==> config.mk <==
export PLATFORM = sky130hd
export DESIGN_NAME = flood_open_ctrl
export DESIGN_NICKNAME = d
export VERILOG_FILES = /design/src/rtl/flood_open_ctrl.sv
export SDC_FILE = /design/constraint.sdc
export NUM_CORES = 2
export LEC_CHECK = 0
export ABC_AREA = 1
export BUFFER_PORTS_ARGS = -buffer_cell sky130_fd_sc_hd__buf_2
export CAP_MARGIN = 0
export CORE_ASPECT_RATIO = 0.5
export CORE_UTILIZATION = 50
export CTS_BUF_LIST = sky130_fd_sc_hd__clkbuf_8
export CTS_CLUSTER_DIAMETER = 120
export DETAILED_ROUTE_END_ITERATION = 10
export PLACE_DENSITY = 0.67
export SLEW_MARGIN = 20
export SYNTH_ARGS = -nofsm -noshare
export SYNTH_HDL_FRONTEND = slang
export SYNTH_SLANG_ARGS = --single-unit
==> constraint.sdc <==
create_clock -name clk -period 10.8 [get_ports clk]
set_clock_uncertainty 0.2 [all_clocks]
set_input_delay 0.54 -clock clk [delete_from_list [all_inputs] [get_ports clk]]
set_output_delay 0.54 -clock clk [all_outputs]
set_load 0.1 [all_outputs]
==> src/rtl/flood_open_ctrl.sv <==
// flood_open_ctrl: breadth-first cell opener for board_cover.
// Opens the requested cell; a zero cell also floods its connected zero region and numbered border.
module flood_open_ctrl #(
  parameter int X_SIZE = 16,
  parameter int Y_SIZE = 16,
  parameter int X_BITS = 4,
  parameter int Y_BITS = 4
) (
  input  logic                     clk,
  input  logic                     reset,
  input  logic                     start,
  input  logic [X_BITS-1:0]        start_x,
  input  logic [Y_BITS-1:0]        start_y,
  output logic [X_BITS-1:0]        rd_x,
  output logic [Y_BITS-1:0]        rd_y,
  input  logic [4:0]               rd_cell,
  input  logic [1:0]               rd_cover,
  output logic                     open_stb,
  output logic [X_BITS-1:0]        open_x,
  output logic [Y_BITS-1:0]        open_y,
  output logic                     busy,
  output logic                     done,
  output logic                     hit_mine,
  output logic [X_BITS+Y_BITS:0]   opened_cnt
);
  localparam int CELLS = X_SIZE * Y_SIZE;
  localparam int CW    = X_BITS + Y_BITS;
  localparam logic [X_BITS+1:0] X_LIM = (X_BITS+2)'(X_SIZE);
  localparam logic [Y_BITS+1:0] Y_LIM = (Y_BITS+2)'(Y_SIZE);

  localparam logic [2:0] S_IDLE = 3'd0;
  localparam logic [2:0] S_POP  = 3'd1;
  localparam logic [2:0] S_EVAL = 3'd2;
  localparam logic [2:0] S_NBR  = 3'd3;
  localparam logic [2:0] S_DONE = 3'd4;

  logic [2:0]        state_q, state_d;
  logic [2:0]        idx_q, idx_d;
  logic [X_BITS-1:0] cur_x_q, cur_x_d, rd_x_q, rd_x_d, open_x_q, open_x_d;
  logic [Y_BITS-1:0] cur_y_q, cur_y_d, rd_y_q, rd_y_d, open_y_q, open_y_d;
  logic              open_stb_q, open_stb_d, hit_mine_q, hit_mine_d;
  logic [CW:0]       cnt_q, cnt_d, count_q, count_d;
  logic [CW-1:0]     wr_ptr_q, wr_ptr_d, rd_ptr_q, rd_ptr_d;
  logic [CELLS-1:0]  map_q, map_d;
  logic [CW-1:0]     fifo_mem [2**CW];

  logic              push_en, map_clr;
  logic [X_BITS-1:0] push_x;
  logic [Y_BITS-1:0] push_y;
  logic [CW-1:0]     push_cell, nbr_cell;
  logic [1:0]        dx, dy;
  logic [X_BITS+1:0] nbr_x;
  logic [Y_BITS+1:0] nbr_y;
  logic              nbr_ok;

  // Neighbour offsets as 2-bit two's complement, raster order around the current cell.
  always_comb begin
    dx = 2'b00;
    dy = 2'b00;
    case (idx_q)
      3'd0: begin dx = 2'b11; dy = 2'b11; end
      3'd1: begin dx = 2'b00; dy = 2'b11; end
      3'd2: begin dx = 2'b01; dy = 2'b11; end
      3'd3: begin dx = 2'b11; dy = 2'b00; end
      3'd4: begin dx = 2'b01; dy = 2'b00; end
      3'd5: begin dx = 2'b11; dy = 2'b01; end
      3'd6: begin dx = 2'b00; dy = 2'b01; end
      default: begin dx = 2'b01; dy = 2'b01; end
    endcase
    nbr_x    = {2'b00, cur_x_q} + {{X_BITS{dx[1]}}, dx};
    nbr_y    = {2'b00, cur_y_q} + {{Y_BITS{dy[1]}}, dy};
    nbr_ok   = !nbr_x[X_BITS+1] && (nbr_x < X_LIM) && !nbr_y[Y_BITS+1] && (nbr_y < Y_LIM);
    nbr_cell = CW'(int'(nbr_y[Y_BITS-1:0]) * X_SIZE + int'(nbr_x[X_BITS-1:0]));
  end

  always_comb begin
    state_d    = state_q;
    idx_d      = idx_q;
    cur_x_d    = cur_x_q;
    cur_y_d    = cur_y_q;
    rd_x_d     = rd_x_q;
    rd_y_d     = rd_y_q;
    open_stb_d = 1'b0;
    open_x_d   = open_x_q;
    open_y_d   = open_y_q;
    hit_mine_d = hit_mine_q;
    cnt_d      = cnt_q;
    wr_ptr_d   = wr_ptr_q;
    rd_ptr_d   = rd_ptr_q;
    count_d    = count_q;
    push_en    = 1'b0;
    push_x     = start_x;
    push_y     = start_y;
    map_clr    = 1'b0;
    case (state_q)
      S_IDLE: begin
        if (start) begin
          map_clr    = 1'b1;
          cnt_d      = '0;
          hit_mine_d = 1'b0;
          push_en    = 1'b1;
          state_d    = S_POP;
        end
      end
      S_POP: begin
        if (count_q == '0) begin
          state_d = S_DONE;
        end else begin
          {cur_y_d, cur_x_d} = fifo_mem[rd_ptr_q];
          rd_x_d   = fifo_mem[rd_ptr_q][X_BITS-1:0];
          rd_y_d   = fifo_mem[rd_ptr_q][CW-1:X_BITS];
          rd_ptr_d = rd_ptr_q + CW'(1);
          count_d  = count_q - (CW+1)'(1);
          state_d  = S_EVAL;
        end
      end
      S_EVAL: begin
        if (rd_cover != 2'b00) begin
          // Skipped cell with nothing left queued finishes without the extra empty POP cycle.
          state_d = (count_q == '0) ? S_DONE : S_POP;
        end else begin
          open_stb_d = 1'b1;
          open_x_d   = cur_x_q;
          open_y_d   = cur_y_q;
          cnt_d      = cnt_q + (CW+1)'(1);
          if (rd_cell == 5'b11111) begin
            hit_mine_d = 1'b1;
            rd_ptr_d   = wr_ptr_q;
            count_d    = '0;
            state_d    = S_DONE;
          end else if (rd_cell == 5'd0) begin
            idx_d   = 3'd0;
            state_d = S_NBR;
          end else begin
            state_d = S_POP;
          end
        end
      end
      S_NBR: begin
        if (nbr_ok && !map_q[nbr_cell]) begin
          push_en = 1'b1;
          push_x  = nbr_x[X_BITS-1:0];
          push_y  = nbr_y[Y_BITS-1:0];
        end
        idx_d = idx_q + 3'd1;
        if (idx_q == 3'd7) state_d = S_POP;
      end
      S_DONE:  state_d = S_IDLE;
      default: state_d = S_IDLE;
    endcase
    if (push_en) begin
      wr_ptr_d = wr_ptr_q + CW'(1);
      count_d  = count_q + (CW+1)'(1);
    end
  end

  assign push_cell = CW'(int'(push_y) * X_SIZE + int'(push_x));

  for (genvar gi = 0; gi < CELLS; gi++) begin : g_map
    assign map_d[gi] = (map_q[gi] & ~map_clr) | (push_en & (push_cell == CW'(gi)));
  end

  always_ff @(posedge clk) begin
    if (push_en) fifo_mem[wr_ptr_q] <= {push_y, push_x};
  end

  always_ff @(posedge clk or posedge reset) begin
    if (reset) begin
      state_q    <= S_IDLE;
      idx_q      <= '0;
      cur_x_q    <= '0;
      cur_y_q    <= '0;
      rd_x_q     <= '0;
      rd_y_q     <= '0;
      open_stb_q <= 1'b0;
      open_x_q   <= '0;
      open_y_q   <= '0;
      hit_mine_q <= 1'b0;
      cnt_q      <= '0;
      wr_ptr_q   <= '0;
      rd_ptr_q   <= '0;
      count_q    <= '0;
      map_q      <= '0;
    end else begin
      state_q    <= state_d;
      idx_q      <= idx_d;
      cur_x_q    <= cur_x_d;
      cur_y_q    <= cur_y_d;
      rd_x_q     <= rd_x_d;
      rd_y_q     <= rd_y_d;
      open_stb_q <= open_stb_d;
      open_x_q   <= open_x_d;
      open_y_q   <= open_y_d;
      hit_mine_q <= hit_mine_d;
      cnt_q      <= cnt_d;
      wr_ptr_q   <= wr_ptr_d;
      rd_ptr_q   <= rd_ptr_d;
      count_q    <= count_d;
      map_q      <= map_d;
    end
  end

  assign rd_x       = rd_x_q;
  assign rd_y       = rd_y_q;
  assign open_stb   = open_stb_q;
  assign open_x     = open_x_q;
  assign open_y     = open_y_q;
  assign busy       = (state_q != S_IDLE);
  assign done       = (state_q == S_DONE);
  assign hit_mine   = hit_mine_q;
  assign opened_cnt = cnt_q;
endmodule
# Word level (Yosys, flattened, before mapping)
# Memory sizes are Yosys's and may differ from the RTL's. A register that Yosys moved wholly into a read port is not among the register bits.
# Index checks and enable logic that the tools add are counted.
[word_totals]
regBits = 306
ram_bits = 2048
inputBits = 18
out_inout_bits = 29
elab_cells = 1147
mem_count = 1
[mem_list]
columns = ["name", "depth", "word_bits", "rd", "rd_ports_with_merged_regs", "wr", "line_no", "text"]
rows = [
  ["fifo_mem", 256, 8, 1, 1, 1, "45", "logic [CW-1:0] fifo_mem [2**CW];"],
]
[op_classes]
add_sub_neg = 10
n_lt_le_gt_ge = 3
eq_ne = 277
muxes = 44
bitwise = 771
reduce_logical = 30
[ops]
columns = ["cell", "count"]
rows = [
  ["$eq A8 B8 Y1 const B", 128],
  ["$and A1 B1 Y1", 512],
  ["$eq A8 B7 Y1 const B", 64],
  ["$eq A8 B6 Y1 const B", 32],
  ["$or A1 B1 Y1", 256],
  ["$eq A8 B5 Y1 const B", 16],
  ["$eq A8 B4 Y1 const B", 8],
  ["$mux W9", 6],
  ["$pmux W9 S2", 2],
  ["$eq A8 B3 Y1 const B", 4],
  ["$mux W3", 9],
  ["$mux W8", 3],
  ["$add A9 B1 Y9 const B", 2],
  ["$add A8 B1 Y8 const B", 2],
  ["$add A8 B4 Y8", 2],
  ["$eq A8 B2 Y1 const B", 2],
  ["$mux W4", 4],
  ["$pmux W8 S2", 1],
  ["$reduce_and A4 Y1", 4],
  ["$eq A3 B3 Y1 const B", 5],
  ["$ne A2 B2 Y1 const B", 7],
  ["$add A5 B2 Y6", 2],
  ["$eq A3 B2 Y1 const B", 4],
  ["$lt A6 B5 Y1 const B", 2],
  ["other kinds (27)", 58],
]

# Longest topological paths before layout
[logic_depth]
depth_word = 15
depth_mapped = 31
mapped_depth_nobuf = 28

# Worst setup path before layout
# No wires, ideal clock.
[synth_timing]
path_type = "register to register"
startpoint = "reg idx_q[0]"
endpoint = "reg map_q[27]"
setup_time_ps = 66
t_arrival_ps = 7523
required_time_ps = 10534
slack_ps = 3011
stages_incl_launch_ff = 27
n_path_buf = 2
synth_period_minus_slack_ps = 7789
cell_sequence = "dfrtp_1 -> ha_1 -> ha_1 -> nor2_2 -> o211ai_1 -> ha_1 -> inv_1 -> fa_1 -> inv_2 -> clkbuf_1 -> nand3_1 -> nand2_1 -> nand2_1 -> nand3_1 -> nand3_1 -> nand3_1 -> nand3_1 -> nand2_1 -> nand2_4 -> nand3_4 -> nand2_1 -> nand2_1 -> nand2_2 -> nor2_4 -> buf_4 -> nand3_1 -> nand2_1"
[synth_via]
elab_chain_cells = 15
word_cells_on_any_way = 37
cone_classes = "add/sub (4); order compare (2); eq/ne (7); mux (10); bitwise (2); reduce/logical (12)"
[synth_rtl]
columns = ["element", "line_no", "text"]
rows = [
  ["start, declared", "38", "logic [2:0] idx_q, idx_d;"],
  ["start signal, assigned", "186", "idx_q <= idx_d;"],
  ["$eq A3 B2 Y1, or another cell as far along", "60", "case (idx_q)"],
  ["$reduce_or A3 Y1 (no source line) / $reduce_or A2 Y1 (equally long branches)", "n/a", ""],
  ["$pmux W2 S2", "60", ""],
  ["$add A5 B2 Y6 (on tied branches)", "70, 71", ""],
  ["$add A8 B4 Y8, or another cell as far along", "73", "nbr_cell = CW'(int'(nbr_y[Y_BITS-1:0]) * X_SIZE + int'(nbr_x[X_BITS-1:0]));"],
  ["$bmux W1 S8 / $logic_and A1 B1 Y1 (equally long branches)", "140, 72", ""],
  ["$mux W1 (implied by the code) / $logic_and A1 B1 Y1 (equally long branches)", "140, 72", ""],
  ["$logic_not A1 Y1 / $logic_and A1 B1 Y1 (equally long branches)", "140, 72", ""],
  ["$logic_and A1 B1 Y1", "140", "if (nbr_ok && !map_q[nbr_cell]) begin"],
  ["$mux W4 (*)", "140", ""],
  ["$mux W4 (*)", "95", "case (state_q)"],
  ["$add A8 B4 Y8 (*)", "157", "assign push_cell = CW'(int'(push_y) * X_SIZE + int'(push_x));"],
  ["net push_cell[3]", "50", "logic [CW-1:0] push_cell, nbr_cell;"],
  ["$eq A8 B5 Y1 (*)", "160", "assign map_d[gi] = (map_q[gi] & ~map_clr) | (push_en & (push_cell == CW'(gi)));"],
  ["$and A1 B1 Y1 (*)", "160", ""],
  ["$or A1 B1 Y1 (*)", "160", ""],
  ["net map_d[27]", "44", "logic [CELLS-1:0] map_q, map_d;"],
  ["end signal, assigned", "199", "map_q <= map_d;"],
  ["end, declared", "44", ""],
]
# Mark *: on every way through the listed nets, which the timed path passes. The rest lies on a longest branch. The select of a mux whose other input is x is not followed.
# A chain may end at the register's enable or synchronous reset.

# Worst setup path after layout
[layout_timing]
startpoint = "reg idx_q[0]"
endpoint = "mem fifo_mem[143][4] in the netlist's numbering, enable pin"
[layout_via]
elab_chain_cells = 13
word_cells_on_any_way = 31
cone_classes = "add/sub (3); order compare (2); eq/ne (6); mux (8); reduce/logical (12)"
[layout_rtl]
columns = ["element", "line_no", "text"]
rows = [
  ["$eq A3 B2 Y1, or another cell as far along", "60", ""],
  ["$reduce_or A3 Y1 (no source line) / $reduce_or A2 Y1 (equally long branches)", "n/a", ""],
  ["$pmux W2 S2", "60", ""],
  ["$add A5 B2 Y6 (on tied branches)", "70, 71", ""],
  ["$add A8 B4 Y8, or another cell as far along", "73", ""],
  ["$bmux W1 S8 / $logic_and A1 B1 Y1 (equally long branches)", "140, 72", ""],
  ["$mux W1 (implied by the code) / $logic_and A1 B1 Y1 (equally long branches)", "140, 72", ""],
  ["$logic_not A1 Y1 / $logic_and A1 B1 Y1 (equally long branches)", "140, 72", ""],
  ["$logic_and A1 B1 Y1 (*)", "140", ""],
  ["$mux W1 (*)", "140", ""],
  ["$pmux W1 S2 (*)", "95", ""],
  ["$mux W1 (*)", "164", "if (push_en) fifo_mem[wr_ptr_q] <= {push_y, push_x};"],
  ["$mux W1 (implied by the code) (*)", "164", ""],
  ["end, declared", "45", ""],
]
# Every way passes the cells marked *; elsewhere a longest branch is shown, timed or not. The select of a mux whose other input is x is not followed.

==> results_dict.tcl <==
set metrics [dict create \
    status "finished, violations left" \
    failed_checks "design-rule violations" \
    post_cts_buffers 0 \
    fill_cells 16272 \
    clk_latency_ns 0.98 \
    placed_cell_area_sq_mm 0.09977 \
    drc 6 \
    core_sq_mm 0.1937 \
    grt_pass1_vias 63526 \
    regArea_sq_mm 0.06937 \
    tightest_slew_ns 1.148 \
    place.gp.congestion 0.8890 \
    vdd_ir_drop_max_uv 517.9 \
    io_pins 47 \
    cts_tree "yes" \
    max_freq_mhz 125.5 \
    whs_ns 0.06100 \
    total_power_mw 34.77 \
    async_reset_ff_frac 0.1329 \
    synth_area_leaders "edfxtp_1 63%, dfrtp_1 8.0%, o21ai_0 5.5%, nor2_1 5.4%, nand2_1 4.9%" \
    timing.final.ws_setup_ns 2.835 \
    grt_overflow_total 0 \
    ys.flop_type "edfxtp_1" \
    hp-class "input pin to flop" \
    setup_viol 0 \
    min_period_ns 7.965 \
    layout_common_cells "2,048 x edfxtp_1, 1,408 x nor2_1, 1,276 x nand2_1, 1,080 x o21ai_0, 592 x nand3_1" \
    synth_area_leader_cell "edfxtp_1" \
    cts_root_buf "clkbuf_8" \
    cts_sinks 2362 \
    rsz0062_at_grt "no" \
    layout-drive-gt1-share 0.07473 \
    grt_pass1_wl_um 411200 \
    vias_per_cell 6.088 \
    dieWidth_um 627.5 \
    clock_path_buffers 4 \
    ys_seq_elements 2362 \
    ant_nets 0 \
    drtIter0Drc 9776 \
    wl_per_cell_um 24.78 \
    htree_levels 5 \
    synth_top_area_frac 0.6288 \
    seq_area_frac_synth 0.7092 \
    rows 114 \
    dieArea_sq_mm 0.1975 \
    grt_usage 0.2761 \
    synth_nets 8492 \
    nets 8374 \
    vias 68141 \
    cap_violations 0 \
    worstSetupPathType "flop to flop" \
    worstReg2RegStart "idx_q[0]" \
    synth_edf_count 2048 \
    syn_inst 8445 \
    finalHoldViolations 0 \
    io_buffers 46 \
    multi_input_area_sq_mm 0.02521 \
    drv_slew 0 \
    worstHoldStart "rd_cell[1]" \
    max-slew-margin-rel 0.2319 \
    antenna_found_initial 14 \
    r2r_end "fifo_mem[143][4]" \
    finalCritPeriodShare 0.7375 \
    worstPathRequired_ns 11.16 \
    grt_max_degree 212 \
    final_area_sq_mm 0.1058 \
    placed_cells 10588 \
    ys_types 46 \
    crit_path_max_fanout 67 \
    start_util 0.5049 \
    reg2reg_depth 25 \
    yosysWarnings 0 \
    syn_avg_cell_area_sq_um 11.58 \
    finalNonFillerCells 11193 \
    min_path_cells 7 \
    critPathArrivalTime_ns 8.33 \
    min_to "state_q[2]" \
    cts.clk_slew.worst_paths_ns 0.06 \
    syn_to_final_growth_pct 8.219 \
    drtPass1Iterations 11 \
    die_h_um 314.7 \
    wl_um 277400 \
    setup_tns_ns 0 \
    dp_hpwl_um 154800 \
    rrSetupSlack_ns 2.83 \
    p_leak_nw 36.99 \
    cp-start-kind "flop" \
    p_per_area_mw_per_mm2 328.5 \
    cts_made_buffers 339 \
    syn-cell-area_sq_mm 0.09780 \
    layout_commonest_cell "edfxtp_1" \
    critPathCaptureType "flop" \
    final_util 0.5464 \
    detailedPlace.worstSlack_ns 3.102 \
]
==> repair_timing <==
| action | 4_1_cts | 5_1_grt |
|---|---|---|
| endpoints found under the hold margin | 132 | 0 |
| hold buffers | 7 | 0 |
| resized for setup | 0 | 0 |
==> power breakdown <==
group	switching (mW)	internal (mW)
clock	3.45	3.10
combinational	12.0	3.28
sequential	0.415	12.5
total	15.8	18.9
==> worst max-delay path, cell delays in order, from the launching register on <==
cell	delay, ns
dfrtp_1	0.41
inv_1	0.16
ha_1	0.18
nand2_1	0.06
nand2_1	0.07
nor2_2	0.06
o211ai_1	0.15
ha_1	0.22
inv_1	0.06
fa_2	0.52
buf_4	0.67
inv_2	0.46
buf_4	0.41
nand3_1	0.14
nand3_1	0.08
nand2_1	0.10
nand2_1	0.05
nand3_1	0.13
nand3_1	0.11
nand3_1	0.11
nand2_1	0.09
nand2_2	0.25
nand3_4	0.26
nand2_4	0.50
nand3_2	0.95
nor2_1	1.03
==> metal layers <==
metal	track usage	part of all wire	vias up
met5	0	0.00045	-
met4	0.1029	0.036	18
met3	0.06375	0.11	592
met2	0.4041	0.44	3854
met1	0.4042	0.41	33606
li1	-	-	30071
==> registers in the layout, indices dropped and copies added, names as in the netlist <==
name        flops
fifo_mem     2048
open_stb        1
rd_ptr_q        8
open_x          4
state_q         3
map_q         256
wr_ptr_q        8
idx_q           3
opened_cnt      9
rd_x            4
hit_mine        1
count_q         9
open_y          4
rd_y            4
==> final cells by class <==
cell class,instances,share of cell area
diodes,6,0.0001419
clock buffers,352,0.04577
clock inverters,239,0.01053
inverters,193,0.007247
multi-input cells,5277,0.2382
flip-flops and latches,2362,0.6554
well taps,2610,0.03085
repair buffers,154,0.01185
==> worst max-delay path by stage <==
stage | from | end | slack (ns) | depth (start not counted)
2_1_floorplan | reset | count_q[0] | 1.37 | 1
3_3_place_gp | idx_q[0] | fifo_mem[143][3] | 3.14 | 25
3_5_place_dp | idx_q[0] | fifo_mem[143][0] | 3.10 | 25
4_1_cts | idx_q[0] | fifo_mem[143][6] | 3.07 | 25
5_1_grt | idx_q[0] | fifo_mem[143][6] | 2.56 | 25
6_report | idx_q[0] | fifo_mem[143][4] | 2.83 | 25
==> cells by family after synthesis <==
| group | share of synthesized area |
|---|---|
| XOR/XNOR | 0.001881 |
| adder cells (fa/ha/maj) | 0.003864 |
| flip-flops | 0.7092 |
| buffers and inverters | 0.03423 |
| AO/OA/AOI/OAI | 0.1068 |
| AND/OR/NAND/NOR | 0.1440 |
==> synth_stat cells, types with 4 or more instances <==
library cell,number
a21oi_1,103
a31oi_1,8
buf_1,16
buf_2,67
buf_4,33
buf_6,15
clkbuf_1,482
clkinv_1,6
dfrtp_1,314
edfxtp_1,2048
ha_1,27
inv_1,181
inv_2,5
nand2_1,1283
nand2_2,16
nand2_4,9
nand3_1,593
nand4_1,48
nor2_1,1410
nor2_4,31
nor3_1,15
o211ai_1,60
o21ai_0,1080
o21ai_1,31
o221ai_1,208
o22ai_1,309
xnor2_1,4
xor2_1,17
Note: power is estimated with default switching activity, not from simulation.
